`src/rtl/oup_pkg.sv`:
```
// Shared constants for the ULPI register engine: opcodes, FSM states and
// TX CMD encoding helpers.
package oup_pkg;

    localparam logic [7:0] OP_NOP       = 8'h00;
    localparam logic [7:0] OP_REG_WRITE = 8'h01;
    localparam logic [7:0] OP_REG_READ  = 8'h02;

    localparam logic [1:0] TXCMD_PFX_WRITE = 2'b10;
    localparam logic [1:0] TXCMD_PFX_READ  = 2'b11;

    localparam logic [5:0] PHYREG_ADDR_MAX = 6'h2E;

    typedef enum logic [2:0] {
        ST_IDLE     = 3'd0,
        ST_WAIT_BUS = 3'd1,
        ST_TXCMD    = 3'd2,
        ST_WDATA    = 3'd3,
        ST_WSTP     = 3'd4,
        ST_RTURN    = 3'd5,
        ST_RDATA    = 3'd6,
        ST_RTURN2   = 3'd7
    } oup_ulpi_state_t;

    // Upper address bits must be clear and the low six bits within the map.
    function automatic logic phyreg_addr_ok(input logic [7:0] addr);
        return (addr[7:6] == 2'b00) && (addr[5:0] <= PHYREG_ADDR_MAX);
    endfunction

    function automatic logic [7:0] txcmd_byte(input logic is_read, input logic [5:0] addr);
        return {(is_read ? TXCMD_PFX_READ : TXCMD_PFX_WRITE), addr};
    endfunction

endpackage

```
`src/rtl/oup_ulpi_rxcmd.sv`:
```
// Tracks the previous-cycle dir level and captures RX CMD bytes sent by the
// PHY outside turnaround and outside the register-read data cycle.
module oup_ulpi_rxcmd (
    input  logic       i_clk,
    input  logic       i_rst_n,
    input  logic       i_dir,
    input  logic       i_nxt,
    input  logic [7:0] i_data,
    input  logic       i_in_rdata,
    output logic       o_dir_prev,
    output logic [7:0] o_rx_cmd_byte,
    output logic       o_rx_cmd_valid
);

    logic       r_dir_prev;
    logic [7:0] r_rx_cmd_byte;
    logic       r_rx_cmd_valid;
    logic       w_capture;

    assign w_capture = i_dir && r_dir_prev && !i_nxt && !i_in_rdata;

    // dir history and RX CMD capture register
    always_ff @(posedge i_clk or negedge i_rst_n) begin
        if (!i_rst_n) begin
            r_dir_prev     <= 1'b0;
            r_rx_cmd_byte  <= 8'h00;
            r_rx_cmd_valid <= 1'b0;
        end else begin
            r_dir_prev     <= i_dir;
            r_rx_cmd_valid <= w_capture;
            if (w_capture) begin
                r_rx_cmd_byte <= i_data;
            end
        end
    end

    assign o_dir_prev     = r_dir_prev;
    assign o_rx_cmd_byte  = r_rx_cmd_byte;
    assign o_rx_cmd_valid = r_rx_cmd_valid;

endmodule

```
`src/rtl/oup_ulpi_reg_engine.sv`:
```
// ULPI link-side engine: runs one PHY register write or read per instruction
// and reports done/aborted; RX CMD capture is delegated to oup_ulpi_rxcmd.
import oup_pkg::*;

module oup_ulpi_reg_engine #(
    parameter int unsigned TIMEOUT_CYCLES = 255
) (
    input  logic       ulpi_clk_i,
    input  logic       rst_n_i,
    input  logic [7:0] ins_instruction_i,
    input  logic       ins_exec_i,
    output logic       ins_exec_done_o,
    output logic       ins_exec_aborted_o,
    input  logic [7:0] phyreg_addr_i,
    input  logic [7:0] phyreg_data_i,
    output logic [7:0] phyreg_data_o,
    output logic       phyreg_data_load_o,
    output logic [7:0] rx_cmd_byte_o,
    output logic       rx_cmd_valid_o,
    input  logic [7:0] ulpi_data_i,
    output logic [7:0] ulpi_data_o,
    output logic       ulpi_data_oe_o,
    input  logic       ulpi_dir_i,
    input  logic       ulpi_nxt_i,
    output logic       ulpi_stp_o
);

    localparam int CW_RAW = $clog2(TIMEOUT_CYCLES + 1);
    localparam int CW     = (CW_RAW > 8) ? CW_RAW : 8;
    localparam logic [CW-1:0] TO_LIMIT = CW'(TIMEOUT_CYCLES - 1);

    oup_ulpi_state_t r_state;
    oup_ulpi_state_t w_state_nxt;

    logic [CW-1:0] r_cnt;
    logic          r_is_read;
    logic [5:0]    r_addr;
    logic [7:0]    r_wdata;

    logic          r_done;
    logic          r_abort;
    logic [7:0]    r_rdata;
    logic          r_load;
    logic [7:0]    r_udata;
    logic          r_oe;
    logic          r_stp;

    logic          w_done_nxt;
    logic          w_abort_nxt;
    logic [7:0]    w_rdata_nxt;
    logic          w_load_nxt;
    logic [7:0]    w_udata_nxt;
    logic          w_oe_nxt;
    logic          w_stp_nxt;
    logic          w_latch;
    logic          w_go_abort;

    logic          w_dir_prev;
    logic          w_bus_free;
    logic          w_timeout;

    oup_ulpi_rxcmd u_rxcmd (
        .i_clk          (ulpi_clk_i),
        .i_rst_n        (rst_n_i),
        .i_dir          (ulpi_dir_i),
        .i_nxt          (ulpi_nxt_i),
        .i_data         (ulpi_data_i),
        .i_in_rdata     (r_state == ST_RDATA),
        .o_dir_prev     (w_dir_prev),
        .o_rx_cmd_byte  (rx_cmd_byte_o),
        .o_rx_cmd_valid (rx_cmd_valid_o)
    );

    assign w_bus_free = !ulpi_dir_i && !w_dir_prev;
    assign w_timeout  = (r_cnt >= TO_LIMIT);

    // next-state and next-output decode
    always_comb begin
        w_state_nxt = r_state;
        w_done_nxt  = 1'b0;
        w_abort_nxt = 1'b0;
        w_load_nxt  = 1'b0;
        w_rdata_nxt = r_rdata;
        w_udata_nxt = r_udata;
        w_oe_nxt    = r_oe;
        w_stp_nxt   = 1'b0;
        w_latch     = 1'b0;
        w_go_abort  = 1'b0;
        case (r_state)
            ST_IDLE: begin
                if (ins_exec_i) begin
                    w_latch = 1'b1;
                    case (ins_instruction_i)
                        OP_NOP: w_done_nxt = 1'b1;
                        OP_REG_WRITE, OP_REG_READ: begin
                            if (!phyreg_addr_ok(phyreg_addr_i)) begin
                                w_go_abort = 1'b1;
                            end else if (w_bus_free) begin
                                w_state_nxt = ST_TXCMD;
                                w_oe_nxt    = 1'b1;
                                w_udata_nxt = txcmd_byte(ins_instruction_i == OP_REG_READ,
                                                         phyreg_addr_i[5:0]);
                            end else begin
                                w_state_nxt = ST_WAIT_BUS;
                            end
                        end
                        default: w_go_abort = 1'b1;
                    endcase
                end else begin
                    w_state_nxt = ST_IDLE;
                end
            end
            ST_WAIT_BUS: begin
                if (w_bus_free) begin
                    w_state_nxt = ST_TXCMD;
                    w_oe_nxt    = 1'b1;
                    w_udata_nxt = txcmd_byte(r_is_read, r_addr);
                end else if (w_timeout) begin
                    w_go_abort = 1'b1;
                end else begin
                    w_state_nxt = ST_WAIT_BUS;
                end
            end
            ST_TXCMD: begin
                if (ulpi_dir_i) begin
                    w_go_abort = 1'b1;
                end else if (ulpi_nxt_i) begin
                    if (r_is_read) begin
                        w_state_nxt = ST_RTURN;
                        w_oe_nxt    = 1'b0;
                        w_udata_nxt = 8'h00;
                    end else begin
                        w_state_nxt = ST_WDATA;
                        w_udata_nxt = r_wdata;
                    end
                end else if (w_timeout) begin
                    w_go_abort = 1'b1;
                end else begin
                    w_state_nxt = ST_TXCMD;
                end
            end
            ST_WDATA: begin
                if (ulpi_dir_i) begin
                    w_go_abort = 1'b1;
                end else if (ulpi_nxt_i) begin
                    w_state_nxt = ST_WSTP;
                    w_udata_nxt = 8'h00;
                    w_stp_nxt   = 1'b1;
                end else if (w_timeout) begin
                    w_go_abort = 1'b1;
                end else begin
                    w_state_nxt = ST_WDATA;
                end
            end
            ST_WSTP: begin
                w_state_nxt = ST_IDLE;
                w_done_nxt  = 1'b1;
                w_oe_nxt    = 1'b0;
                w_udata_nxt = 8'h00;
            end
            ST_RTURN: begin
                if (ulpi_dir_i) begin
                    w_state_nxt = ST_RDATA;
                end else if (w_timeout) begin
                    w_go_abort = 1'b1;
                end else begin
                    w_state_nxt = ST_RTURN;
                end
            end
            ST_RDATA: begin
                if (ulpi_dir_i) begin
                    w_state_nxt = ST_RTURN2;
                    w_rdata_nxt = ulpi_data_i;
                    w_load_nxt  = 1'b1;
                end else begin
                    w_go_abort = 1'b1;
                end
            end
            ST_RTURN2: begin
                if (!ulpi_dir_i) begin
                    w_state_nxt = ST_IDLE;
                    w_done_nxt  = 1'b1;
                end else if (w_timeout) begin
                    w_go_abort = 1'b1;
                end else begin
                    w_state_nxt = ST_RTURN2;
                end
            end
            default: begin
                w_state_nxt = ST_IDLE;
                w_oe_nxt    = 1'b0;
                w_udata_nxt = 8'h00;
            end
        endcase
        // Every abort path releases the bus and returns to IDLE.
        if (w_go_abort) begin
            w_state_nxt = ST_IDLE;
            w_abort_nxt = 1'b1;
            w_oe_nxt    = 1'b0;
            w_udata_nxt = 8'h00;
            w_stp_nxt   = 1'b0;
        end else begin
            w_abort_nxt = 1'b0;
        end
    end

    // state, timeout counter, command latch and registered outputs
    always_ff @(posedge ulpi_clk_i or negedge rst_n_i) begin
        if (!rst_n_i) begin
            r_state   <= ST_IDLE;
            r_cnt     <= {CW{1'b0}};
            r_is_read <= 1'b0;
            r_addr    <= 6'h00;
            r_wdata   <= 8'h00;
            r_done    <= 1'b0;
            r_abort   <= 1'b0;
            r_rdata   <= 8'h00;
            r_load    <= 1'b0;
            r_udata   <= 8'h00;
            r_oe      <= 1'b0;
            r_stp     <= 1'b0;
        end else begin
            r_state <= w_state_nxt;
            if (w_state_nxt != r_state) begin
                r_cnt <= {CW{1'b0}};
            end else if (r_cnt != {CW{1'b1}}) begin
                r_cnt <= r_cnt + CW'(1);
            end
            if (w_latch) begin
                r_is_read <= (ins_instruction_i == OP_REG_READ);
                r_addr    <= phyreg_addr_i[5:0];
                r_wdata   <= phyreg_data_i;
            end
            r_done  <= w_done_nxt;
            r_abort <= w_abort_nxt;
            r_rdata <= w_rdata_nxt;
            r_load  <= w_load_nxt;
            r_udata <= w_udata_nxt;
            r_oe    <= w_oe_nxt;
            r_stp   <= w_stp_nxt;
        end
    end

    assign ins_exec_done_o    = r_done;
    assign ins_exec_aborted_o = r_abort;
    assign phyreg_data_o      = r_rdata;
    assign phyreg_data_load_o = r_load;
    assign ulpi_data_o        = r_udata;
    assign ulpi_data_oe_o     = r_oe;
    assign ulpi_stp_o         = r_stp;

endmodule

```
`config.mk`:
```
export PLATFORM = sky130hd
export DESIGN_NAME = oup_ulpi_reg_engine
export DESIGN_NICKNAME = d
export VERILOG_FILES = /design/src/rtl/oup_pkg.sv /design/src/rtl/oup_ulpi_rxcmd.sv /design/src/rtl/oup_ulpi_reg_engine.sv
export SDC_FILE = /design/constraint.sdc
export NUM_CORES = 1
export LEC_CHECK = 0
export CORE_UTILIZATION = 56
export CTS_BUF_LIST = sky130_fd_sc_hd__clkbuf_8
export CTS_CLUSTER_SIZE = 8
export DETAILED_ROUTE_END_ITERATION = 6
export PLACE_DENSITY = 0.94
export SYNTH_ARGS = -nofsm -noshare
export SYNTH_HDL_FRONTEND = slang
export SYNTH_HIERARCHICAL = 1
export SYNTH_SLANG_ARGS = --single-unit
```
`constraint.sdc`:
```
create_clock -name ulpi_clk_i -period 3.8 [get_ports ulpi_clk_i]
set_input_delay 0.57 -clock ulpi_clk_i [delete_from_list [all_inputs] [get_ports ulpi_clk_i]]
set_output_delay 0.57 -clock ulpi_clk_i [all_outputs]
set_load 0.02 [all_outputs]
```
After elaboration in Yosys (flattened, before gate mapping)
Index checks and enable logic that the tools add are counted.

word-level totals
  input bits = 37
  register bits after elaboration = 57
  word-level logic and storage cells = 127
  output and inout bits = 30

operators by class
  multiplexer cells = 68
  add/subtract/negate cells = 1
  $lt $le $gt $ge = 2
  reductions and logical operators = 20
  equality and inequality tests = 21

operators by type and width
  cell                                                                    count
  8-bit two-way mux                                                       13
  3-bit two-way mux                                                       18
  8-bit case mux with 5 select lines                                      1
  1-bit two-way mux                                                       30
  3-bit inequality test (second input constant)                           9
  3-bit case mux with 8 select lines                                      1
  3-bit equality test (second input constant)                             4
  10-bit AND reduction                                                    1
  8-bit by 1-bit adder with 8-bit output (second input constant)          1
  8-bit by 1-bit equality test with 1-bit output (second input constant)  1
  8-bit by 2-bit equality test with 1-bit output (second input constant)  1
  8-bit greater-or-equal comparator (second input constant)               1
  8-bit logical NOT                                                       1
  8-bit inequality test (second input constant)                           1
  7-bit AND reduction                                                     1
  3-bit by 2-bit equality test with 1-bit output (second input constant)  2
  6-bit <= comparator (second input constant)                             1
  1-bit case mux with 6 select lines                                      1
  6-bit nonzero test                                                      1
  1-bit logical AND                                                       5
  5-bit nonzero test                                                      1
  1-bit logical NOT                                                       4
  1-bit case mux with 4 select lines                                      1
  2-bit OR reduction                                                      2
  10 further kinds                                                        10

Logic depth before layout (Yosys ltp)
  depth in word-level cells = 10
  mapped depth = 9
  gate-level depth less buffers = 7

Cells and area by module
The synthesis kept the hierarchy.

by module, submodules not included
  module               area each (um^2)  instances  cells each  seq. area each (um^2)
  oup_ulpi_reg_engine  2549.9            1          245         1176.1
  oup_ulpi_rxcmd       394.1             1          20          250.2

Worst setup path before layout
No wires, ideal clock.

  path type = input port to flip-flop
  from = input ins_instruction_i[5]
  to = register r_udata[0], in the netlist ulpi_data_o[0]
  data arrival time = 2073 ps
  library setup time = 125 ps
  cell stages on the path = 7
  buffers on the path = 0
  slack = 1603 ps
  data required time = 3675 ps
  cell sequence = nor4_1 -> nand2_1 -> nand3_1 -> o31ai_2 -> or2_4 -> a21oi_4 -> mux2_2

between the ends
  cells in the longest elaborated chain, start to end = 7
  elaborated cells between the ends (all ways) = 19
  classes of those cells = 11 x eq/ne; 4 x mux; 4 x reduce/logical

ends and longest elaborated chain
  what                                                                                                              line                        text
  start: declaration                                                                                                oup_ulpi_reg_engine.sv:10   input logic [7:0] ins_instruction_i,
  8-bit by 2-bit equality test with 1-bit output or 8-bit by 1-bit equality test with 1-bit output (tied branches)  oup_ulpi_reg_engine.sv:93   case (ins_instruction_i)
  2-bit OR reduction                                                                                                oup_ulpi_reg_engine.sv:93
  1-bit case mux with 2 select lines                                                                                oup_ulpi_reg_engine.sv:93
  1-bit two-way mux                                                                                                 oup_ulpi_reg_engine.sv:91   if (ins_exec_i) begin
  1-bit case mux with 6 select lines                                                                                oup_ulpi_reg_engine.sv:89   case (r_state)
  3-bit by 2-bit inequality test with 1-bit output (no line), or another cell as far along                          -
  10-bit AND reduction (no line)                                                                                    -
  end signal: assignment                                                                                            oup_ulpi_reg_engine.sv:238  r_udata <= w_udata_nxt;
  end: declaration                                                                                                  oup_ulpi_reg_engine.sv:44   logic [7:0] r_udata;

Parallel ways exist; a longest one is shown, timed or not.
A chain may end at the register's enable or synchronous reset.

Worst setup path in the final report
  from = register r_state[2]
  to = register r_udata[1], in the netlist ulpi_data_o[1]

between the ends
  cells in the longest elaborated chain, start to end = 5
  elaborated cells between the ends (all ways) = 23
  classes of those cells = 16 x eq/ne; 3 x mux; 4 x reduce/logical

ends and longest elaborated chain
  what                                                                                      line                        text
  start: declaration                                                                        oup_ulpi_reg_engine.sv:32   oup_ulpi_state_t r_state;
  start signal: assignment                                                                  oup_ulpi_reg_engine.sv:223  r_state <= w_state_nxt;
  3-bit by 2-bit equality test with 1-bit output                                            oup_ulpi_reg_engine.sv:89
  2-bit OR reduction (no line)                                                              -
  1-bit case mux with 6 select lines                                                        oup_ulpi_reg_engine.sv:89
  3-bit by 2-bit inequality test with 1-bit output (no line), or another cell as far along  -
  10-bit AND reduction (no line)                                                            -

Parallel ways exist; a longest one is shown, timed or not.

==> flow_summary.json <==
{
  "endpoint_kind": "flip-flop",
  "r2r-start": "r_state[2]$_DFF_PN0_",
  "layout_min_cycle_time_ns": 2.68,
  "finalCritPeriodShare": 0.704,
  "postCtsHoldBufs": 0,
  "htreeDepth": 3,
  "clkSinkCount": 57,
  "start_kind": "flip-flop",
  "first_pass_iters": 5,
  "clk_pin_slew_ns": 0.06,
  "r2r-end": "ulpi_data_o[1]$_DFFE_PN0P_",
  "port_buffers": 66,
  "syn_area_sq_mm": 0.00294,
  "synth_enable_flop_cells": 0,
  "antenna_found_initial": 0,
  "finalNonFillerCells": 407,
  "clockRootBuffer": "clkbuf_8",
  "numCtsBuffers": 9,
  "io_pins": 67,
  "post_cts_resized": 0,
  "cts_tree": "built",
  "rows": 26,
  "grt_max_degree": 35,
  "vias": 2366,
  "ys_types": 50,
  "synth-seq-cells": 57,
  "grt_pass1_vias": 2252,
  "tns_ns": 0,
  "worst_pin_slew_ns": 0.925,
  "fp.dieH_um": 74.5,
  "final_common_cell": "clkdlybuf4s50_1",
  "place_congestion": 0.920,
  "avgViaCountPerCell": 5.81,
  "skew_ns": 0.00846,
  "post-route-util": 0.757,
  "ys_warn_count": 6,
  "maxSlewHeadroom": 0.382,
  "finalHoldViolations": 0,
  "core-area_sq_mm": 0.00507,
  "ff2ff_path_depth": 7,
  "wl_per_cell_um": 16.2,
  "grt_pass1_wl_mm": 10.7,
  "maxCapViolCount": 0,
  "diodes": 0,
  "remaining_drc_errors": 0,
  "p_leak_nw": 1.67,
  "synthArstFlopShare": 1.00,
  "drt_iter0_drc": 181,
  "synth_flop_cell": "dfrtp_1",
  "power_density_mw_per_mm2": 451,
  "place_inst": 392,
  "cts.path.max_buffers": 2,
  "grt_usage": 0.265,
  "synth_nets": 304,
  "drive_gt1_frac": 0.199,
  "crit_fanout": 26,
  "finalSetupViolCount": 0,
  "ir_worst_vdd_mv": 0.390,
  "synth-seq-area-share": 0.484,
  "critPathRequiredTime_ns": 4.03,
  "crit_type": "flip-flop to flip-flop",
  "post_cts_buffers": 0,
  "report.final.slew_viol_count": 0,
  "syn_area_per_cell_sq_um": 11.1,
  "final_antenna_net_count": 0,
  "initial_core_util": 0.580,
  "routed_wl_mm": 6.58,
  "fin_nets": 372,
  "outcome": "completed",
  "grt-ovfl-total": 0,
  "worst-r2r-setup-slack_ns": 1.12,
  "dp_hpwl_mm": 4.67,
  "synthCells": 265,
  "arrival_ns": 2.90,
  "most-common-layout-cells": "clkdlybuf4s50_1 (65), dfrtp_1 (57), mux2_2 (29), a21oi_1 (22), nand2_1 (21)",
  "hp-class": "input pin to asynchronous set/reset pin",
  "insertion_delay_ns": 0.34,
  "rsz0062_at_grt": "no",
  "die_area_sq_mm": 0.00555,
  "area_delta_synth_final_pct": 30.4,
  "fp.dieW_um": 74.5,
  "clock.fmax_ghz": 0.374
}
## flip-flops by register name (all words and copies together), names as in the netlist
signal,cells
u_rxcmd/o_rx_cmd_byte,8
u_rxcmd/o_rx_cmd_valid,1
ulpi_data_o,8
ulpi_data_oe_o,1
r_addr,6
r_wdata,8
ins_exec_done_o,1
r_is_read,1
u_rxcmd/o_dir_prev,1
ins_exec_aborted_o,1
r_cnt,8
ulpi_stp_o,1
r_state,3
phyreg_data_o,8
phyreg_data_load_o,1
## worst max-delay path, stage by stage (launching register included)
cell and delay, ns:
dfrtp_1 0.86, nand2b_1 0.30, nor2_1 0.08, a311oi_2 0.21, o31ai_2 0.14, or2_4 0.31
a21oi_4 0.27, mux2_2 0.38
## stage by stage
step | hold slack (ns) | power (mW) | setup WS (ns) | cell area, sq um
6_report | 0.198 | 1.73 | 1.12 | 3840
5_1_grt | 0.221 | 1.82 | 0.940 | 3840
4_1_cts | 0.208 | 1.74 | 1.14 | 3840
3_5_place_dp | 0.489 | 1.13 | 0.796 | 3630
3_3_place_gp | 0.482 | 1.11 | 0.884 | 3630
2_1_floorplan | 0.274 | 0.979 | 1.60 | 2940
## final cells by class
| type | count | area, sq um |
|---|---|---|
| multi-input combinational | 190 | 1420 |
| inverter | 8 | 32.5 |
| sequential | 57 | 1430 |
| clock buffer | 10 | 138 |
| clock inverter | 5 | 72.6 |
| fill | 357 | 1230 |
| tap | 70 | 87.6 |
| timing repair buffer | 67 | 663 |
## logic make-up after synthesis
group                      synth area share
AOI/OAI and AO/OA                     0.144
xor gates and xnor gates             0.0204
adders and majority gates           0.00850
buffers and inverters                0.0332
DFF                                   0.484
muxes                                 0.164
and+or+nand+nor                       0.146
## cell usage after synthesis (all sizes together) (3+ instances only)
cell type | instances | area share
nand2 | 22 | 0.029
nor2b | 3 | 0.0064
clkbuf | 3 | 0.0038
dfrtp | 57 | 0.48
a22o | 7 | 0.021
a21oi | 23 | 0.043
nor3 | 13 | 0.027
xnor2 | 5 | 0.017
nand2b | 6 | 0.013
o21ai | 8 | 0.014
mux2 | 38 | 0.16
buf | 7 | 0.018
a22oi | 6 | 0.015
nor2 | 19 | 0.024
a211oi | 3 | 0.0093
inv | 8 | 0.011
nand3 | 7 | 0.012
and2 | 3 | 0.0064
## per-layer routing
metal,global-route usage,wire [um],vias up
li1,-,-,1097
met1,0.327,2730,1167
met2,0.448,3380,86
met3,0.0623,338,16
met4,0.107,130,0
met5,0,0,-
## how the worst max path moves through the flow
stage | to | start | slack [ns] | cells past startpoint
floorplan | ulpi_data_o[0]$_DFFE_PN0P_ | ins_instruction_i[5] | 1.60 | 7
global placement | ulpi_data_o[3]$_DFFE_PN0P_ | phyreg_addr_i[5] | 0.88 | 8
detailed placement | ulpi_data_o[4]$_DFFE_PN0P_ | phyreg_addr_i[5] | 0.80 | 8
CTS | ulpi_data_o[4]$_DFFE_PN0P_ | phyreg_addr_i[5] | 1.14 | 8
global route | ulpi_data_o[3]$_DFFE_PN0P_ | r_state[2]$_DFF_PN0_ | 0.94 | 7
finish | ulpi_data_o[1]$_DFFE_PN0P_ | r_state[2]$_DFF_PN0_ | 1.12 | 7
## report_power, final
| part | internal, mW | switching, mW |
|---|---|---|
| clock network | 0.377 | 0.231 |
| registers | 0.687 | 0.0648 |
| logic | 0.198 | 0.175 |
No activity file was read; power rests on OpenSTA's default activity.
